File: src/rtl/siaminer_pkg.sv
// Shared types and constants for the siaminer job scheduler.
// No timing or flow control of its own; consumed by nonce_sched and its interface.
package siaminer_pkg;

    localparam int NONCE_W_DEF = 64;

    typedef enum logic [1:0] {
        IDLE   = 2'd0,
        RUN    = 2'd1,
        DRAIN  = 2'd2,
        RESULT = 2'd3
    } state_t;

    localparam logic RES_MISS = 1'b0;
    localparam logic RES_HIT  = 1'b1;

endpackage

File: src/rtl/nonce_sched_if.sv
// Work, pipeline-head and result signals of the nonce scheduler; valid/ready on work and result.
// Slave is the scheduler; master is the job source / pipeline / result consumer side.
interface nonce_sched_if
    import siaminer_pkg::*;
#(
    parameter int NONCE_W = NONCE_W_DEF
);
    logic               work_vld;
    logic               work_rdy;
    logic [NONCE_W-1:0] work_start;
    logic [NONCE_W-1:0] work_end;
    logic               abort;
    logic               vld_out;
    logic [NONCE_W-1:0] m04_out;
    logic               flush;
    logic               hit;
    logic [NONCE_W-1:0] hit_nonce;
    logic               res_vld;
    logic               res_hit;
    logic [NONCE_W-1:0] res_nonce;
    logic               res_ack;
    logic [NONCE_W-1:0] issue_cnt;

    modport master (
        output work_vld, work_start, work_end, abort, hit, hit_nonce, res_ack,
        input  work_rdy, vld_out, m04_out, flush, res_vld, res_hit, res_nonce, issue_cnt
    );

    modport slave (
        input  work_vld, work_start, work_end, abort, hit, hit_nonce, res_ack,
        output work_rdy, vld_out, m04_out, flush, res_vld, res_hit, res_nonce, issue_cnt
    );

endinterface

File: src/rtl/nonce_gen.sv
// Current-nonce register with STEP increment and end-of-range detection; cur updates the cycle after load/adv.
// No flow control: the scheduler decides when to load and advance.
module nonce_gen
    import siaminer_pkg::*;
#(
    parameter int NONCE_W = NONCE_W_DEF,
    parameter int STEP    = 1
) (
    input  logic               clk,
    input  logic               rst,
    input  logic               load,
    input  logic               adv,
    input  logic [NONCE_W-1:0] start,
    input  logic [NONCE_W-1:0] stop,
    output logic [NONCE_W-1:0] cur,
    output logic               last,
    output logic               empty
);

    localparam logic [NONCE_W:0] STEP_EXT = (NONCE_W + 1)'(STEP);

    logic [NONCE_W-1:0] range_end;
    logic [NONCE_W:0]   sum;

    assign sum   = {1'b0, cur} + STEP_EXT;
    // a carry out means the next nonce would wrap past the top of the space
    assign last  = sum[NONCE_W] | (sum[NONCE_W-1:0] > range_end);
    assign empty = start > stop;

    always_ff @(posedge clk or posedge rst) begin
        if (rst) begin
            cur       <= '0;
            range_end <= '0;
        end else if (load) begin
            cur       <= start;
            range_end <= stop;
        end else if (adv) begin
            cur <= sum[NONCE_W-1:0];
        end
    end

endmodule

File: src/rtl/nonce_sched.sv
// Job controller: issues one nonce per cycle from the cycle after accept, drains DEPTH cycles, reports one result.
// Work accepted only in IDLE; the result is held with work_rdy low until res_ack.
module nonce_sched
    import siaminer_pkg::*;
#(
    parameter int DEPTH   = 4,
    parameter int STEP    = 1,
    parameter int NONCE_W = NONCE_W_DEF
) (
    input logic          clk,
    input logic          rst,
    nonce_sched_if.slave bus
);

    localparam int               DW         = $clog2(DEPTH + 1);
    localparam logic [DW-1:0]    DRAIN_LOAD = DW'(DEPTH);
    localparam logic [DW-1:0]    DRAIN_ONE  = DW'(1);
    localparam logic [NONCE_W-1:0] CNT_ONE  = NONCE_W'(1);

    state_t             state, state_nx;
    logic               vld_q, vld_nx;
    logic               flush_q, flush_nx;
    logic               res_vld_q, res_vld_nx;
    logic               res_hit_q, res_hit_nx;
    logic [NONCE_W-1:0] res_nonce_q, res_nonce_nx;
    logic [NONCE_W-1:0] issue_cnt_q, issue_cnt_nx;
    logic [DW-1:0]      drain_q, drain_nx;
    logic               gen_load, gen_adv, gen_last, range_empty;
    logic [NONCE_W-1:0] cur;

    nonce_gen #(
        .NONCE_W (NONCE_W),
        .STEP    (STEP)
    ) u_gen (
        .clk   (clk),
        .rst   (rst),
        .load  (gen_load),
        .adv   (gen_adv),
        .start (bus.work_start),
        .stop  (bus.work_end),
        .cur   (cur),
        .last  (gen_last),
        .empty (range_empty)
    );

    always_comb begin
        state_nx     = state;
        vld_nx       = 1'b0;
        flush_nx     = 1'b0;
        res_vld_nx   = res_vld_q;
        res_hit_nx   = res_hit_q;
        res_nonce_nx = res_nonce_q;
        issue_cnt_nx = issue_cnt_q;
        drain_nx     = drain_q;
        gen_load     = 1'b0;
        gen_adv      = 1'b0;
        case (state)
            IDLE: begin
                if (bus.work_vld) begin
                    gen_load     = 1'b1;
                    issue_cnt_nx = '0;
                    if (range_empty) begin
                        state_nx     = RESULT;
                        res_vld_nx   = 1'b1;
                        res_hit_nx   = RES_MISS;
                        res_nonce_nx = '0;
                    end else begin
                        // cur is loaded on this edge, so the first issue is the start nonce
                        state_nx     = RUN;
                        vld_nx       = 1'b1;
                        issue_cnt_nx = CNT_ONE;
                    end
                end
            end
            RUN, DRAIN: begin
                if (bus.hit) begin
                    state_nx     = RESULT;
                    flush_nx     = 1'b1;
                    res_vld_nx   = 1'b1;
                    res_hit_nx   = RES_HIT;
                    res_nonce_nx = bus.hit_nonce;
                end else if (bus.abort) begin
                    state_nx     = RESULT;
                    flush_nx     = 1'b1;
                    res_vld_nx   = 1'b1;
                    res_hit_nx   = RES_MISS;
                    res_nonce_nx = '0;
                end else if (state == RUN) begin
                    if (gen_last) begin
                        state_nx = DRAIN;
                        drain_nx = DRAIN_LOAD;
                    end else begin
                        gen_adv      = 1'b1;
                        vld_nx       = 1'b1;
                        issue_cnt_nx = issue_cnt_q + CNT_ONE;
                    end
                end else if (drain_q <= DRAIN_ONE) begin
                    state_nx     = RESULT;
                    drain_nx     = '0;
                    res_vld_nx   = 1'b1;
                    res_hit_nx   = RES_MISS;
                    res_nonce_nx = '0;
                end else begin
                    drain_nx = drain_q - DRAIN_ONE;
                end
            end
            RESULT: begin
                if (bus.res_ack) begin
                    state_nx     = IDLE;
                    res_vld_nx   = 1'b0;
                    res_hit_nx   = RES_MISS;
                    res_nonce_nx = '0;
                end
            end
            default: state_nx = IDLE;
        endcase
    end

    always_ff @(posedge clk or posedge rst) begin
        if (rst) begin
            state       <= IDLE;
            vld_q       <= 1'b0;
            flush_q     <= 1'b0;
            res_vld_q   <= 1'b0;
            res_hit_q   <= RES_MISS;
            res_nonce_q <= '0;
            issue_cnt_q <= '0;
            drain_q     <= '0;
        end else begin
            state       <= state_nx;
            vld_q       <= vld_nx;
            flush_q     <= flush_nx;
            res_vld_q   <= res_vld_nx;
            res_hit_q   <= res_hit_nx;
            res_nonce_q <= res_nonce_nx;
            issue_cnt_q <= issue_cnt_nx;
            drain_q     <= drain_nx;
        end
    end

    assign bus.work_rdy  = (state == IDLE);
    assign bus.vld_out   = vld_q;
    assign bus.m04_out   = cur;
    assign bus.flush     = flush_q;
    assign bus.res_vld   = res_vld_q;
    assign bus.res_hit   = res_hit_q;
    assign bus.res_nonce = res_nonce_q;
    assign bus.issue_cnt = issue_cnt_q;

endmodule
File: src/flat_wrapper.sv
// flat-port wrapper written by rule: the top's interface ports become plain ports
module nonce_sched_flat import siaminer_pkg::*;
#(
    parameter int DEPTH   = 4,
    parameter int STEP    = 1,
    parameter int NONCE_W = NONCE_W_DEF
)
  (clk, rst, bus_work_vld, bus_work_start, bus_work_end, bus_abort, bus_hit, bus_hit_nonce, bus_res_ack, bus_work_rdy, bus_vld_out, bus_m04_out, bus_flush, bus_res_vld, bus_res_hit, bus_res_nonce, bus_issue_cnt);
  nonce_sched_if #(.NONCE_W(NONCE_W)) bus_i ();
  input logic clk;
  input logic rst;
  input wire logic [$bits(bus_i.work_vld)-1:0] bus_work_vld;
  input wire logic [$bits(bus_i.work_start)-1:0] bus_work_start;
  input wire logic [$bits(bus_i.work_end)-1:0] bus_work_end;
  input wire logic [$bits(bus_i.abort)-1:0] bus_abort;
  input wire logic [$bits(bus_i.hit)-1:0] bus_hit;
  input wire logic [$bits(bus_i.hit_nonce)-1:0] bus_hit_nonce;
  input wire logic [$bits(bus_i.res_ack)-1:0] bus_res_ack;
  output wire logic [$bits(bus_i.work_rdy)-1:0] bus_work_rdy;
  output wire logic [$bits(bus_i.vld_out)-1:0] bus_vld_out;
  output wire logic [$bits(bus_i.m04_out)-1:0] bus_m04_out;
  output wire logic [$bits(bus_i.flush)-1:0] bus_flush;
  output wire logic [$bits(bus_i.res_vld)-1:0] bus_res_vld;
  output wire logic [$bits(bus_i.res_hit)-1:0] bus_res_hit;
  output wire logic [$bits(bus_i.res_nonce)-1:0] bus_res_nonce;
  output wire logic [$bits(bus_i.issue_cnt)-1:0] bus_issue_cnt;
  assign bus_i.work_vld = bus_work_vld;
  assign bus_i.work_start = bus_work_start;
  assign bus_i.work_end = bus_work_end;
  assign bus_i.abort = bus_abort;
  assign bus_i.hit = bus_hit;
  assign bus_i.hit_nonce = bus_hit_nonce;
  assign bus_i.res_ack = bus_res_ack;
  assign bus_work_rdy = bus_i.work_rdy;
  assign bus_vld_out = bus_i.vld_out;
  assign bus_m04_out = bus_i.m04_out;
  assign bus_flush = bus_i.flush;
  assign bus_res_vld = bus_i.res_vld;
  assign bus_res_hit = bus_i.res_hit;
  assign bus_res_nonce = bus_i.res_nonce;
  assign bus_issue_cnt = bus_i.issue_cnt;
  nonce_sched #(.DEPTH(DEPTH), .STEP(STEP), .NONCE_W(NONCE_W)) u_core (.clk(clk), .rst(rst), .bus(bus_i));
endmodule
File: config.mk
export PLATFORM = sky130hd
export DESIGN_NAME = nonce_sched_flat
export DESIGN_NICKNAME = d
export VERILOG_FILES = /design/src/rtl/siaminer_pkg.sv /design/src/rtl/nonce_sched_if.sv /design/src/rtl/nonce_gen.sv /design/src/rtl/nonce_sched.sv /design/src/flat_wrapper.sv
export SDC_FILE = /design/constraint.sdc
export NUM_CORES = 1
export LEC_CHECK = 0
export BUFFER_PORTS_ARGS = -buffer_cell sky130_fd_sc_hd__buf_2
export CAP_MARGIN = 20
export CORE_ASPECT_RATIO = 1.4
export CORE_UTILIZATION = 50
export CTS_CLUSTER_DIAMETER = 60
export DETAILED_ROUTE_END_ITERATION = 10
export PLACE_DENSITY_LB_ADDON = 0.25
export SLEW_MARGIN = 40
export SYNTH_ARGS = -nofsm -noshare
export SYNTH_HDL_FRONTEND = slang
export SYNTH_HIERARCHICAL = 1
export SYNTH_SLANG_ARGS = --single-unit
File: constraint.sdc
create_clock -name clk -period 5.56 [get_ports clk]
set_clock_uncertainty 0.2 [all_clocks]
set_input_delay 0 -clock clk [delete_from_list [all_inputs] [get_ports clk]]
set_output_delay 0 -clock clk [all_outputs]
set_load 0.05 [all_outputs]
==> run summary <==
status: completed
Hold Vio Cnt, Final: 0
die area: 33900 um^2
critical path's largest stage delay: 420 ps
share of layout cells above drive strength 1: 24.6%
root buf cell: clkbuf_16
clk slew on worst S/H paths: 70 ps
antenna-violating nets left: 0
fin crit share: 97.6%
post-layout instance area: 23400 um^2
hold crit path type: in2reg
Peak Freq: 0.184 GHz
Distinct cells, synth: 67
num ports: 395
H-tree levels: 1
slowest CP cell: dfrtp_2
r2r startpoint: u_core/u_gen/cur[8]
row count: 78
CP bufs+invs: 6
Synth Instances: 1852
Slew headroom: 45.2%
fin cells: 3018
first-pass GRT wire length: 90.5 mm
worst slew pin tran: 810 ps
Post-Route WL: 58.1 mm
Worst EP arrival: 5650 ps
initial core utilization: 51.0%
top-count cell post-synth: dfrtp_1
#FFs+latches synth: 265
Setup CP Type: reg2reg
largest net degree at the start of global routing: 161
Synth top cells by count: dfrtp_1 (265), nand2_1 (257), inv_1 (148)
FILL cells: 2367
I/O Buffers: 394
Sink Count: 265
Hold Startpoint: bus_work_end[57]
fin crit period: 5420 ps
Total Routing Usage GR: 33.7%
max-cap viol count: 0
ys flop type: dfrtp_1
CP Data Required Time: 5790 ps
CP dominant cell by count: buf_4
core area: 32500 um^2
Syn Std Cell Area: 16600 um^2
Ys Warns: 6
via-per-instance ratio: 5.71
first drt pass iteration count: 5
pre-CTS setup slack: -150 ps
Mean Syn Cell Area: 8.94 um^2
GRT overflow: 0
min setup slack post-route: 136 ps
worst skew pair latency: 570 ps
routability congestion estimate: 0.918
Synth Net Count: 2189
die width: 156 um
Power Dens Cells: 469 nW/um^2
P&R area growth vs syn: 41.1%
EDFF count, synth: 0
asr flop ratio synth: 100%
Final #Nets: 2890
CP top delay family: compound AO/OA/AOI/OAI gates
post-synthesis sequential area ratio: 40.0%
total chip power: 11.0 mW
vias in the first global route: 17700
Synth top area share: 40.0%
Crit. End Element: flop
origin of the worst setup path: u_core/u_gen/cur[8]
worst-path maximum fanout: 10
RSZ-0062 raised after global routing: true
placed inst area: 19600 um^2
wire per inst: 19.3 um
crit-path cells: nand4_1 > nor4_4 > buf_12 > and4_4 > buf_4 > nand2_1 > xnor2_1 > ha_1 > a21oi_2 > o21ai_0 > a221o_1 > o31a_1 > a2111oi_1 > o21ai_1 > buf_4 > buf_4 > nor3b_2 > inv_1 > buf_4 > nor4_2 > xnor2_1 > o21ai_1
Initial DRC Count: 1209
Placed Cells: 2700
CP startpoint kind: flop
Die H: 217 um
total number of vias: 17200
Setup Viol. Count Final: 0
Post-route DRC: 0
Post-DP HPWL: 39.1 mm
CTS tree: done
max-slew violations: 0
Longest Clk Path Bufs: 3
top cells by area, synth: dfrtp_1 (40%), ha_1 (11%), nand2_1 (5.8%)
initial antenna violation count: 2
Synth area leader: dfrtp_1
Num CTS Buffers: 28
Max rail drop VDD: 319 uV
Pleak: 11.2 nW
[metal layers]
layer / up-vias / share of wire (%) / track usage (%)
met5: - / 0 / 0
met4: 0 / 6.0 / 20.5
met3: 231 / 6.4 / 5.97
met2: 787 / 52 / 61.2
met1: 8286 / 36 / 36.1
li1: 7927 / - / -
[logic make-up after synthesis]
logic type                 synth area share [%]
and+or+nand+nor                            21.0
buffers and inverters                      5.75
adders and majority gates                  10.5
muxes                                     0.763
DFF                                        40.0
AOI/OAI and AO/OA                          14.4
xor gates and xnor gates                   7.56
[flip-flops by register name, summed over array words and instances (netlist names)]
name,flops
u_core/u_gen/cur,64
u_core/bus.flush,1
u_core/bus.res_hit,1
u_core/bus.res_nonce,64
u_core/u_gen/range_end,64
u_core/bus.res_vld,1
u_core/drain_q,3
u_core/bus.issue_cnt,64
u_core/bus.vld_out,1
u_core/state,2
[per-stage QoR]
step	hold WS, ps	util, %	TNS [ps]
3_5_place_dp	-102	60.3	-1980
4_1_cts	0.148	71.1	0
2_1_floorplan	-83.2	-	0
6_report	10.5	71.9	0
3_3_place_gp	-115	60.3	-428
5_1_grt	11.7	71.9	-216
[report_power, final]
part / leakage (nW) / internal, mW / total (mW) / switching, mW
registers: 3.43 / 2.61 / 3.05 / 0.440
clock network: 0.462 / 1.09 / 1.90 / 0.818
logic: 7.35 / 1.97 / 6.00 / 4.03
total: 11.2 / 5.66 / 11.0 / 5.29
[worst min-delay path: stages]
cell and delay, ps:
dlygate4sd3_1 520, buf_2 110, nand2_1 50, o21ai_0 60
[worst paths after layout]
path                                              end  slack [ps]  depth (start not counted)
min in group asynchronous           u_core/drain_q[0]         500                          4
setup / recovery                 u_core/u_gen/cur[36]         140                         22
hold / removal             u_core/u_gen/range_end[57]          10                          4
setup reg to reg                 u_core/u_gen/cur[36]         140                         22
hold reg to reg                    u_core/bus.res_hit         270                          1
max in group asynchronous        u_core/u_gen/cur[32]        3350                          5
[placed cells by master (no fill, tap or decap), types with 6 or more instances in the layout]
cell,n
buf_4,104
nor3_1,24
buf_2,394
o211ai_1,7
nor4_4,7
dfrtp_2,9
a22o_1,65
o31ai_1,17
and3_1,16
nand3_1,80
mux2i_1,6
nor4_2,7
nor2_1,69
nand4_1,83
xor2_1,85
and2_1,10
inv_1,146
and4_1,14
ha_1,138
dfrtp_1,256
nor4_1,7
clkbuf_8,6
xnor2_1,57
or4_1,22
or3_1,16
o21ai_0,135
a21o_1,13
a21oi_1,89
nand2_1,255
o21ai_1,25
dlygate4sd3_1,255
clkbuf_16,29
a211oi_1,6
nand2b_1,6
[what timing repair did]
action / CTS / global route
gates resized for setup: 6 / 40
buffers inserted: 0 / 6
hold buffers: 255 / 0
pin swaps: 0 / 5
setup endpoints to repair: 34 / 112
cloned: 0 / 1
endpoints found under the hold margin: 378 / 0
[cell type report]
| type | count | area (um^2) | share of cell area, % |
|---|---|---|---|
| Antenna cell | 3 | 7.51 | 0.0321 |
| Timing Repair Buffer | 763 | 5480 | 23.4 |
| Tap cell | 440 | 551 | 2.36 |
| Sequential cell | 265 | 6640 | 28.4 |
| Clock inverter | 12 | 106 | 0.455 |
| Clock buffer | 40 | 827 | 3.54 |
| Inverter | 148 | 563 | 2.41 |
| Multi-Input combinational cell | 1347 | 9190 | 39.3 |
No activity file was read; power rests on OpenSTA's default activity.
